[src/rtl/branch_trace_driver_if.sv]
// Record-load and predictor-side signals of the branch trace driver.
// master = driver side, slave = trace loader plus predictor side.
interface branch_trace_driver_if;
  logic        in_valid;
  logic        in_ready;
  logic [63:0] in_ip;
  logic        in_taken;
  logic        pred_en;
  logic [63:0] pred_ip;
  logic        pred_taken;
  logic        pred_prediction;

  modport master (
    input  in_valid, in_ip, in_taken, pred_prediction,
    output in_ready, pred_en, pred_ip, pred_taken
  );

  modport slave (
    output in_valid, in_ip, in_taken, pred_prediction,
    input  in_ready, pred_en, pred_ip, pred_taken
  );
endinterface

[src/rtl/branch_trace_driver.sv]
// Buffers (ip, taken) records and replays them into a branch predictor, scoring each prediction.
// Optional macro BTD_LAST_MISS_EN adds capture of the IP of the most recent miss.
//
// state | meaning
// IDLE  | loading records, waiting for start
// RUN   | issuing one buffered record per cycle
// DRAIN | final enable cycle returning the last outcome
// DONE  | one-cycle done pulse
module branch_trace_driver #(
  parameter int DEPTH  = 16,
  parameter int ADDR_W = 4,
  parameter int CNT_W  = 32
) (
  input  logic                 clk,
  input  logic                 reset_n,
  branch_trace_driver_if.master bus,
  input  logic                 start,
  output logic                 busy,
  output logic                 done,
  output logic [CNT_W-1:0]     total_cnt,
  output logic [CNT_W-1:0]     hit_cnt,
  output logic [CNT_W-1:0]     miss_cnt,
  output logic [63:0]          last_miss_ip
);

  typedef enum logic [1:0] {IDLE, RUN, DRAIN, DONE} state_t;

  localparam logic [ADDR_W:0]   FULL  = (ADDR_W+1)'(DEPTH);
  localparam logic [ADDR_W:0]   CNT1  = {{ADDR_W{1'b0}}, 1'b1};
  localparam logic [ADDR_W-1:0] PTR1  = {{(ADDR_W-1){1'b0}}, 1'b1};
  localparam logic [CNT_W-1:0]  SCNT1 = {{(CNT_W-1){1'b0}}, 1'b1};

  state_t state_q, state_d;

  logic [63:0]       ip_mem [DEPTH];
  logic [DEPTH-1:0]  taken_mem;
  logic [ADDR_W-1:0] wr_ptr_q, wr_ptr_d, rd_ptr_q, rd_ptr_d;
  logic [ADDR_W:0]   count_q, count_d;
  logic              first_q, first_d;
  logic              cur_taken_q, cur_taken_d;
  logic              in_ready_q, in_ready_d;
  logic              busy_q, busy_d;
  logic              done_q, done_d;
  logic              pred_en_q, pred_en_d;
  logic [63:0]       pred_ip_q, pred_ip_d;
  logic              pred_taken_q, pred_taken_d;
  logic [CNT_W-1:0]  total_q, hit_q, miss_q;

  logic push, pop, start_ok, clear, score, hit;

  assign push     = bus.in_valid && in_ready_q;
  assign start_ok = start && (state_q == IDLE);
  // pred_taken_q always holds the outcome of the record the predictor is answering for
  assign score    = ((state_q == RUN) && !first_q) || (state_q == DRAIN);
  assign hit      = (bus.pred_prediction == pred_taken_q);

  always_comb begin
    state_d      = state_q;
    pop          = 1'b0;
    clear        = 1'b0;
    first_d      = 1'b0;
    cur_taken_d  = cur_taken_q;
    pred_en_d    = 1'b0;
    pred_ip_d    = '0;
    pred_taken_d = 1'b0;
    done_d       = 1'b0;

    case (state_q)
      IDLE: begin
        if (start_ok) begin
          clear = 1'b1;
          if (count_q != '0) begin
            state_d     = RUN;
            pop         = 1'b1;
            pred_en_d   = 1'b1;
            pred_ip_d   = ip_mem[rd_ptr_q];
            cur_taken_d = taken_mem[rd_ptr_q];
            first_d     = 1'b1;
          end else begin
            state_d = DONE;
            done_d  = 1'b1;
          end
        end
      end
      RUN: begin
        pred_en_d    = 1'b1;
        pred_taken_d = cur_taken_q;
        if (count_q != '0) begin
          pop         = 1'b1;
          pred_ip_d   = ip_mem[rd_ptr_q];
          cur_taken_d = taken_mem[rd_ptr_q];
        end else begin
          state_d = DRAIN;
        end
      end
      DRAIN: begin
        state_d = DONE;
        done_d  = 1'b1;
      end
      DONE:    state_d = IDLE;
      default: state_d = IDLE;
    endcase

    wr_ptr_d = push ? wr_ptr_q + PTR1 : wr_ptr_q;
    rd_ptr_d = pop  ? rd_ptr_q + PTR1 : rd_ptr_q;
    count_d  = count_q;
    if (push && !pop)      count_d = count_q + CNT1;
    else if (pop && !push) count_d = count_q - CNT1;

    in_ready_d = (state_d == IDLE) && (count_d != FULL);
    busy_d     = (state_d == RUN) || (state_d == DRAIN);
  end

  always_ff @(posedge clk) begin
    if (!reset_n) begin
      state_q      <= IDLE;
      wr_ptr_q     <= '0;
      rd_ptr_q     <= '0;
      count_q      <= '0;
      first_q      <= 1'b0;
      cur_taken_q  <= 1'b0;
      in_ready_q   <= 1'b0;
      busy_q       <= 1'b0;
      done_q       <= 1'b0;
      pred_en_q    <= 1'b0;
      pred_ip_q    <= '0;
      pred_taken_q <= 1'b0;
    end else begin
      state_q      <= state_d;
      wr_ptr_q     <= wr_ptr_d;
      rd_ptr_q     <= rd_ptr_d;
      count_q      <= count_d;
      first_q      <= first_d;
      cur_taken_q  <= cur_taken_d;
      in_ready_q   <= in_ready_d;
      busy_q       <= busy_d;
      done_q       <= done_d;
      pred_en_q    <= pred_en_d;
      pred_ip_q    <= pred_ip_d;
      pred_taken_q <= pred_taken_d;
    end
  end

  always_ff @(posedge clk) begin
    if (push) begin
      ip_mem[wr_ptr_q]    <= bus.in_ip;
      taken_mem[wr_ptr_q] <= bus.in_taken;
    end
  end

  // Score counters saturate rather than wrap
  always_ff @(posedge clk) begin
    if (!reset_n || clear) begin
      total_q <= '0;
      hit_q   <= '0;
      miss_q  <= '0;
    end else if (score) begin
      if (total_q != '1) total_q <= total_q + SCNT1;
      if (hit && (hit_q != '1)) hit_q <= hit_q + SCNT1;
      if (!hit && (miss_q != '1)) miss_q <= miss_q + SCNT1;
    end
  end

`ifdef BTD_LAST_MISS_EN
  logic [63:0] prev_ip_q, last_miss_q;

  always_ff @(posedge clk) begin
    if (!reset_n) begin
      prev_ip_q   <= '0;
      last_miss_q <= '0;
    end else begin
      if (state_q == RUN) prev_ip_q <= pred_ip_q;
      if (start_ok) last_miss_q <= '0;
      else if (score && !hit) last_miss_q <= prev_ip_q;
    end
  end

  assign last_miss_ip = last_miss_q;
`else
  assign last_miss_ip = '0;
`endif

  assign bus.in_ready   = in_ready_q;
  assign bus.pred_en    = pred_en_q;
  assign bus.pred_ip    = pred_ip_q;
  assign bus.pred_taken = pred_taken_q;
  assign busy           = busy_q;
  assign done           = done_q;
  assign total_cnt      = total_q;
  assign hit_cnt        = hit_q;
  assign miss_cnt       = miss_q;

endmodule

[src/flat_wrapper.sv]
// flat-port wrapper written by rule: the top's interface ports become plain ports
module branch_trace_driver_flat 
#(
  parameter int DEPTH  = 16,
  parameter int ADDR_W = 4,
  parameter int CNT_W  = 32
)
  (clk, reset_n, start, busy, done, total_cnt, hit_cnt, miss_cnt, last_miss_ip, bus_in_valid, bus_in_ip, bus_in_taken, bus_pred_prediction, bus_in_ready, bus_pred_en, bus_pred_ip, bus_pred_taken);
  branch_trace_driver_if bus_i ();
  input  logic clk;
  input  logic reset_n;
  input  logic start;
  output logic busy;
  output logic done;
  output logic [CNT_W-1:0] total_cnt;
  output logic [CNT_W-1:0] hit_cnt;
  output logic [CNT_W-1:0] miss_cnt;
  output logic [63:0] last_miss_ip;
  input wire logic [$bits(bus_i.in_valid)-1:0] bus_in_valid;
  input wire logic [$bits(bus_i.in_ip)-1:0] bus_in_ip;
  input wire logic [$bits(bus_i.in_taken)-1:0] bus_in_taken;
  input wire logic [$bits(bus_i.pred_prediction)-1:0] bus_pred_prediction;
  output wire logic [$bits(bus_i.in_ready)-1:0] bus_in_ready;
  output wire logic [$bits(bus_i.pred_en)-1:0] bus_pred_en;
  output wire logic [$bits(bus_i.pred_ip)-1:0] bus_pred_ip;
  output wire logic [$bits(bus_i.pred_taken)-1:0] bus_pred_taken;
  assign bus_i.in_valid = bus_in_valid;
  assign bus_i.in_ip = bus_in_ip;
  assign bus_i.in_taken = bus_in_taken;
  assign bus_i.pred_prediction = bus_pred_prediction;
  assign bus_in_ready = bus_i.in_ready;
  assign bus_pred_en = bus_i.pred_en;
  assign bus_pred_ip = bus_i.pred_ip;
  assign bus_pred_taken = bus_i.pred_taken;
  branch_trace_driver #(.DEPTH(DEPTH), .ADDR_W(ADDR_W), .CNT_W(CNT_W)) u_core (.clk(clk), .reset_n(reset_n), .bus(bus_i), .start(start), .busy(busy), .done(done), .total_cnt(total_cnt), .hit_cnt(hit_cnt), .miss_cnt(miss_cnt), .last_miss_ip(last_miss_ip));
endmodule
[config.mk]
export PLATFORM = sky130hd
export DESIGN_NAME = branch_trace_driver_flat
export DESIGN_NICKNAME = d
export VERILOG_FILES = /design/src/rtl/branch_trace_driver_if.sv /design/src/rtl/branch_trace_driver.sv /design/src/flat_wrapper.sv
export SDC_FILE = /design/constraint.sdc
export NUM_CORES = 1
export LEC_CHECK = 0
export ABC_AREA = 1
export BUFFER_PORTS_ARGS = -buffer_cell sky130_fd_sc_hd__clkbuf_2
export CORE_AREA = 2 2 394 240
export CTS_CLUSTER_SIZE = 12
export DETAILED_ROUTE_END_ITERATION = 7
export DIE_AREA = 0 0 396 242
export GPL_ROUTABILITY_DRIVEN = 0
export PLACE_DENSITY = 0.8
export RECOVER_POWER = 100
export SYNTH_ARGS = -nofsm -noshare
export SYNTH_HDL_FRONTEND = slang
export SYNTH_SLANG_ARGS = --single-unit
[constraint.sdc]
create_clock -name clk -period 14.2 [get_ports clk]
set_clock_uncertainty 0.1 [all_clocks]
set_input_delay 2.84 -clock clk [delete_from_list [all_inputs] [get_ports clk]]
set_output_delay 2.84 -clock clk [all_outputs]
set_load 0.05 [all_outputs]
==> flow_summary.html <==
<table>
<tr><th>Metric</th><th>Value</th></tr>
<tr><th colspan="2">Synth</th></tr>
<tr><td>Async S/R FF share, synth</td><td>0</td></tr>
<tr><td>Prevailing post-synth register cell</td><td>edfxtp_1</td></tr>
<tr><td>Share of the synthesized area in the top cell type</td><td>0.6333</td></tr>
<tr><td>Post-synthesis cell count</td><td>~4000</td></tr>
<tr><td>Post-synthesis sequential element count</td><td>approximately 1200</td></tr>
<tr><td>Post-synthesis cell type with the largest combined area</td><td>edfxtp_1</td></tr>
<tr><td>Post-synth EDFFs</td><td>around 1000</td></tr>
<tr><td>Portion of the post-synthesis area used by sequential elements</td><td>0.7088</td></tr>
<tr><td>Post-synthesis instance area</td><td>approximately 50000 um2</td></tr>
<tr><td>Synth cell types</td><td>50</td></tr>
<tr><td>Most common cell in the synthesized netlist</td><td>edfxtp_1</td></tr>
<tr><td>Post-Syn Area per Cell</td><td>12.17 um2</td></tr>
<tr><td>Warning count from the yosys run</td><td>0</td></tr>
<tr><td>Cell types with the highest counts after synthesis</td><td>edfxtp_1 (1040), nor2_1 (690), o21ai_0 (538)</td></tr>
<tr><td>Largest cells by area after synthesis</td><td>edfxtp_1 (63%), dfxtp_1 (7.6%), o21ai_0 (5.5%)</td></tr>
<tr><th colspan="2">Power</th></tr>
<tr><td>Net switching share of the total power</td><td>0.3190</td></tr>
<tr><td>Fraction of power consumed by the clock network</td><td>0.327</td></tr>
<tr><td>Part of the total power dissipated in sequential elements</td><td>0.472</td></tr>
<tr><td>Power per Cell Area</td><td>about 160 nW/um2</td></tr>
<tr><td>Internal</td><td>approximately 6.0 mW</td></tr>
<tr><td>Psw</td><td>around 2.8 mW</td></tr>
<tr><td>Final Power</td><td>just under 9 mW</td></tr>
<tr><td>Worst supply voltage drop on vdd</td><td>roughly 0.00012 V</td></tr>
<tr><td>Combinational share of power</td><td>0.201</td></tr>
<tr><td>Leakage</td><td>between 15 and 20 nW</td></tr>
<tr><th colspan="2">Worst setup path</th></tr>
<tr><td>Cell class contributing the biggest share of worst-path delay</td><td>simple AND/OR/NAND/NOR gates</td></tr>
<tr><td>Number of buffers and inverters on the critical path</td><td>3</td></tr>
<tr><td>Launching element type of the critical path</td><td>input pin</td></tr>
<tr><td>Required time of the critical path</td><td>approximately 14 ns</td></tr>
<tr><td>Worst-case reg-to-reg path depth</td><td>5</td></tr>
<tr><td>Register-to-register setup slack</td><td>between 8 and 9 ns</td></tr>
<tr><td>Critical-path top delay cell</td><td>nor2_1</td></tr>
<tr><td>Endpoint type of the worst setup path</td><td>flip-flop</td></tr>
<tr><td>Worst r2r src</td><td>u_core.bus.in_ready$_SDFF_PN0_</td></tr>
<tr><td>Crit path arrival time</td><td>between 8 and 9 ns</td></tr>
<tr><td>Critical-path maximum fanout</td><td>36</td></tr>
<tr><td>Startpoint-to-endpoint class of the critical path</td><td>in2reg</td></tr>
<tr><td>Crit path top cell by count</td><td>nand2_1</td></tr>
<tr><td>Maximum single-stage delay on the critical path</td><td>2.52 ns</td></tr>
<tr><td>Capture instance of the worst register-to-register path</td><td>u_core.ip_mem[1][15]$_DFFE_PP_</td></tr>
<tr><td>Crit path cell chain</td><td>clkbuf_2 -&gt; nand2_1 -&gt; clkinv_1 -&gt; nand2_1 -&gt; nor2_1 -&gt; clkbuf_1</td></tr>
<tr><th colspan="2">Cells and area</th></tr>
<tr><td>Proportion of layout cells with a drive suffix above 1</td><td>0.05111</td></tr>
<tr><td>Filler Cells Inserted</td><td>a little over 7000</td></tr>
<tr><td>Non-filler cells, final</td><td>5534</td></tr>
<tr><td>Cell area after layout</td><td>54020 um2</td></tr>
<tr><td>Register area</td><td>about 35000 um2</td></tr>
<tr><td>P&amp;R area growth vs syn</td><td>9.548%</td></tr>
<tr><td>Number of nets in the layout</td><td>~4300</td></tr>
<tr><td>Final core occ</td><td>0.5832</td></tr>
<tr><td>Multi-input gate area</td><td>12570 um2</td></tr>
<tr><th colspan="2">Place</th></tr>
<tr><td>Cell area after placement</td><td>between 50000 and 60000 um2</td></tr>
<tr><td>Number of cells in the design after placement</td><td>between 5000 and 6000</td></tr>
<tr><td>Post-placement setup slack</td><td>about 8.5 ns</td></tr>
<tr><td>Count of port buffers added during placement</td><td>between 200 and 250</td></tr>
<tr><td>Detailed placement HPWL</td><td>between 60000 and 70000 um</td></tr>
<tr><th colspan="2">Min path</th></tr>
<tr><td>Endpoint of the worst hold-timing path</td><td>u_core.bus.pred_taken$_SDFF_PN0_</td></tr>
<tr><td>Startpoint of the lowest-slack hold path</td><td>u_core.cur_taken_q$_SDFFE_PN0P_</td></tr>
<tr><td>Worst hold path type</td><td>reg2reg</td></tr>
<tr><td>Hold-critical path depth</td><td>2</td></tr>
<tr><th colspan="2">Floorplan</th></tr>
<tr><td>Die ar.</td><td>95830 um2</td></tr>
<tr><td>Std-Cell Rows</td><td>87</td></tr>
<tr><td>Boundary pin count</td><td>299</td></tr>
<tr><td>CORE AREA</td><td>between 90000 and 100000 um2</td></tr>
<tr><td>Effective utilization at floorplan</td><td>0.5323</td></tr>
<tr><td>Die Span Y</td><td>~240 um</td></tr>
<tr><td>Die extent in x</td><td>~400 um</td></tr>
<tr><th colspan="2">Job</th></tr>
<tr><td>Max-cap viol count</td><td>24</td></tr>
<tr><th colspan="2">Timing</th></tr>
<tr><td>Final period demand of the worst path</td><td>7.890 ns</td></tr>
<tr><td>Setup TNS after final layout</td><td>0 ns</td></tr>
<tr><td>Worst slew pin tran</td><td>roughly 5.3 ns</td></tr>
<tr><td>Fraction of the cycle the final worst path needs</td><td>0.5556</td></tr>
<tr><td>Minimum setup slack in the final design</td><td>6.310 ns</td></tr>
<tr><td>Worst max-slew margin expressed relative to the limit</td><td>-2.523</td></tr>
<tr><td>Final-report hold violation count</td><td>0</td></tr>
<tr><td>Fmax achieved</td><td>0.1267 GHz</td></tr>
<tr><td>Number of max-slew violations in the final report</td><td>about 1200</td></tr>
<tr><td>Final-report setup violation count</td><td>0</td></tr>
<tr><td>Unrepaired setup endpoints after global routing</td><td>no</td></tr>
<tr><td>Final-layout worst hold slack</td><td>0.3698 ns</td></tr>
<tr><th colspan="2">Clock tree</th></tr>
<tr><td>Number of hold buffers added after cts</td><td>0</td></tr>
<tr><td>Number of clock sinks</td><td>between 1000 and 1500</td></tr>
<tr><td>Number of H-tree levels</td><td>3</td></tr>
<tr><td>Clock tree from TritonCTS</td><td>done</td></tr>
<tr><td>Longest Clk Path Bufs</td><td>3</td></tr>
<tr><td>Clk Latency, worst-skew pair</td><td>0.71 ns</td></tr>
<tr><td>Root cell of the clock tree</td><td>clkbuf_16</td></tr>
<tr><td>Number of buffers created by CTS</td><td>~120</td></tr>
<tr><td>Number of gates resized after CTS</td><td>0</td></tr>
<tr><td>Clock-pin slew on the worst setup and hold paths</td><td>roughly 0.06 ns</td></tr>
<tr><td>Setup bufs post-CTS</td><td>0</td></tr>
<tr><th colspan="2">Drt</th></tr>
<tr><td>Overall routed net length</td><td>~120000 um</td></tr>
<tr><td>First-pass DRT Iterations</td><td>8</td></tr>
<tr><td>Post-detailed-route DRC marker count</td><td>0</td></tr>
<tr><td>Remaining antenna violation count</td><td>0</td></tr>
<tr><td>Mean number of vias per cell</td><td>6.039</td></tr>
<tr><td>Wire length per cell after detailed routing</td><td>approximately 22 um</td></tr>
<tr><td>Iter 0 DRT Violations</td><td>4390</td></tr>
<tr><td>Total via count after detailed routing</td><td>between 30000 and 40000</td></tr>
<tr><th colspan="2">Global routing</th></tr>
<tr><td>Via count of the first global-routing pass</td><td>31460</td></tr>
<tr><td>Wire length of the first global-routing pass</td><td>around 180000 um</td></tr>
<tr><td>Number of antenna violations at the first check in global routing</td><td>6</td></tr>
<tr><td>Grt total ovfl</td><td>0</td></tr>
<tr><td>Total track usage</td><td>0.2463</td></tr>
<tr><td>Maximum number of pins on one net before global-route repair</td><td>between 200 and 250</td></tr>
<tr><th colspan="2">Status</th></tr>
<tr><td>Outcome</td><td>complete, but fails checks</td></tr>
<tr><td>Violated checks</td><td>capacitance limit, slew limit</td></tr>
</table>
## worst register-to-register path: stages, from the launching register on
cell and delay (ns):
dfxtp_1 0.38, nand2_1 0.19, clkinv_1 0.21, nand2_1 0.22, nor2_1 2.53, clkbuf_1 2.00
## layout by cell type (no fill, tap or decap), types with 116 or more instances in the layout
| master | synthesis | layout |
|---|---|---|
| clkbuf_1 | 140 | 335 |
| clkbuf_16 | 0 | 116 |
| nand3_1 | 132 | 133 |
| dfxtp_1 | 186 | 182 |
| nor2_1 | 690 | 683 |
| nand2_1 | 424 | 424 |
| edfxtp_1 | 1040 | 1040 |
| o221ai_1 | 222 | 222 |
| a21oi_1 | 147 | 150 |
| o21ai_0 | 538 | 540 |
## flip-flops by register name, summed over array words and instances (netlist names), 4 cells and up, named ones only
register            count
u_core.taken_mem       16
u_core.miss_cnt        32
u_core.bus.pred_ip     64
u_core.hit_cnt         32
u_core.rd_ptr_q         4
u_core.total_cnt       32
u_core.count_q          5
u_core.wr_ptr_q         4
u_core.ip_mem        1024
## cells by family after synthesis
logic type	after synthesis	synth area share
buffers and inverters	411	0.04184
AOI/OAI and AO/OA	1004	0.1234
adders and majority gates	12	0.003045
and+or+nand+nor	1341	0.1126
xor gates and xnor gates	57	0.01028
DFF	1226	0.7088
other	1	0.00007604
## layout make-up
| class | count | share of cell area |
|---|---|---|
| Clock inverter | 12 | 0.003428 |
| Tap cell | 1246 | 0.02886 |
| Multi-Input combinational cell | 2478 | 0.2326 |
| Timing Repair Buffer | 267 | 0.01987 |
| Clock buffer | 205 | 0.06038 |
| Antenna cell | 3 | 0.0001390 |
| Sequential cell | 1226 | 0.6473 |
| Inverter | 97 | 0.007388 |
## worst max-delay path by stage
stage,startpoint,end,cells past startpoint
6_report,bus_in_valid,u_core.ip_mem[1][15]$_DFFE_PP_,6
5_1_grt,bus_in_valid,u_core.ip_mem[1][26]$_DFFE_PP_,6
4_1_cts,bus_in_valid,u_core.ip_mem[1][17]$_DFFE_PP_,6
3_5_place_dp,bus_in_valid,u_core.ip_mem[1][22]$_DFFE_PP_,6
3_3_place_gp,bus_in_valid,u_core.ip_mem[1][17]$_DFFE_PP_,6
2_1_floorplan,bus_in_valid,u_core.ip_mem[0][0]$_DFFE_PP_,4
## power by group through the flow
stage	Clock (mW)	Combinational, mW	Sequential, mW
2_1_floorplan	0	1.13	4.38
3_3_place_gp	0	1.70	4.21
3_5_place_dp	0	1.75	4.21
4_1_cts	2.89	1.77	4.14
5_1_grt	3.04	1.91	4.15
6_report	2.87	1.77	4.14
## routing by layer
layer  up-vias  GRT usage  wire length [um]
li1      14940          -                 -
met1     16230     0.3666             50220
met2      2061     0.3684             54740
met3       191    0.05011             13960
met4         6    0.07180              2567
met5         -          0                35
Note: power is estimated with default switching activity, not from simulation.
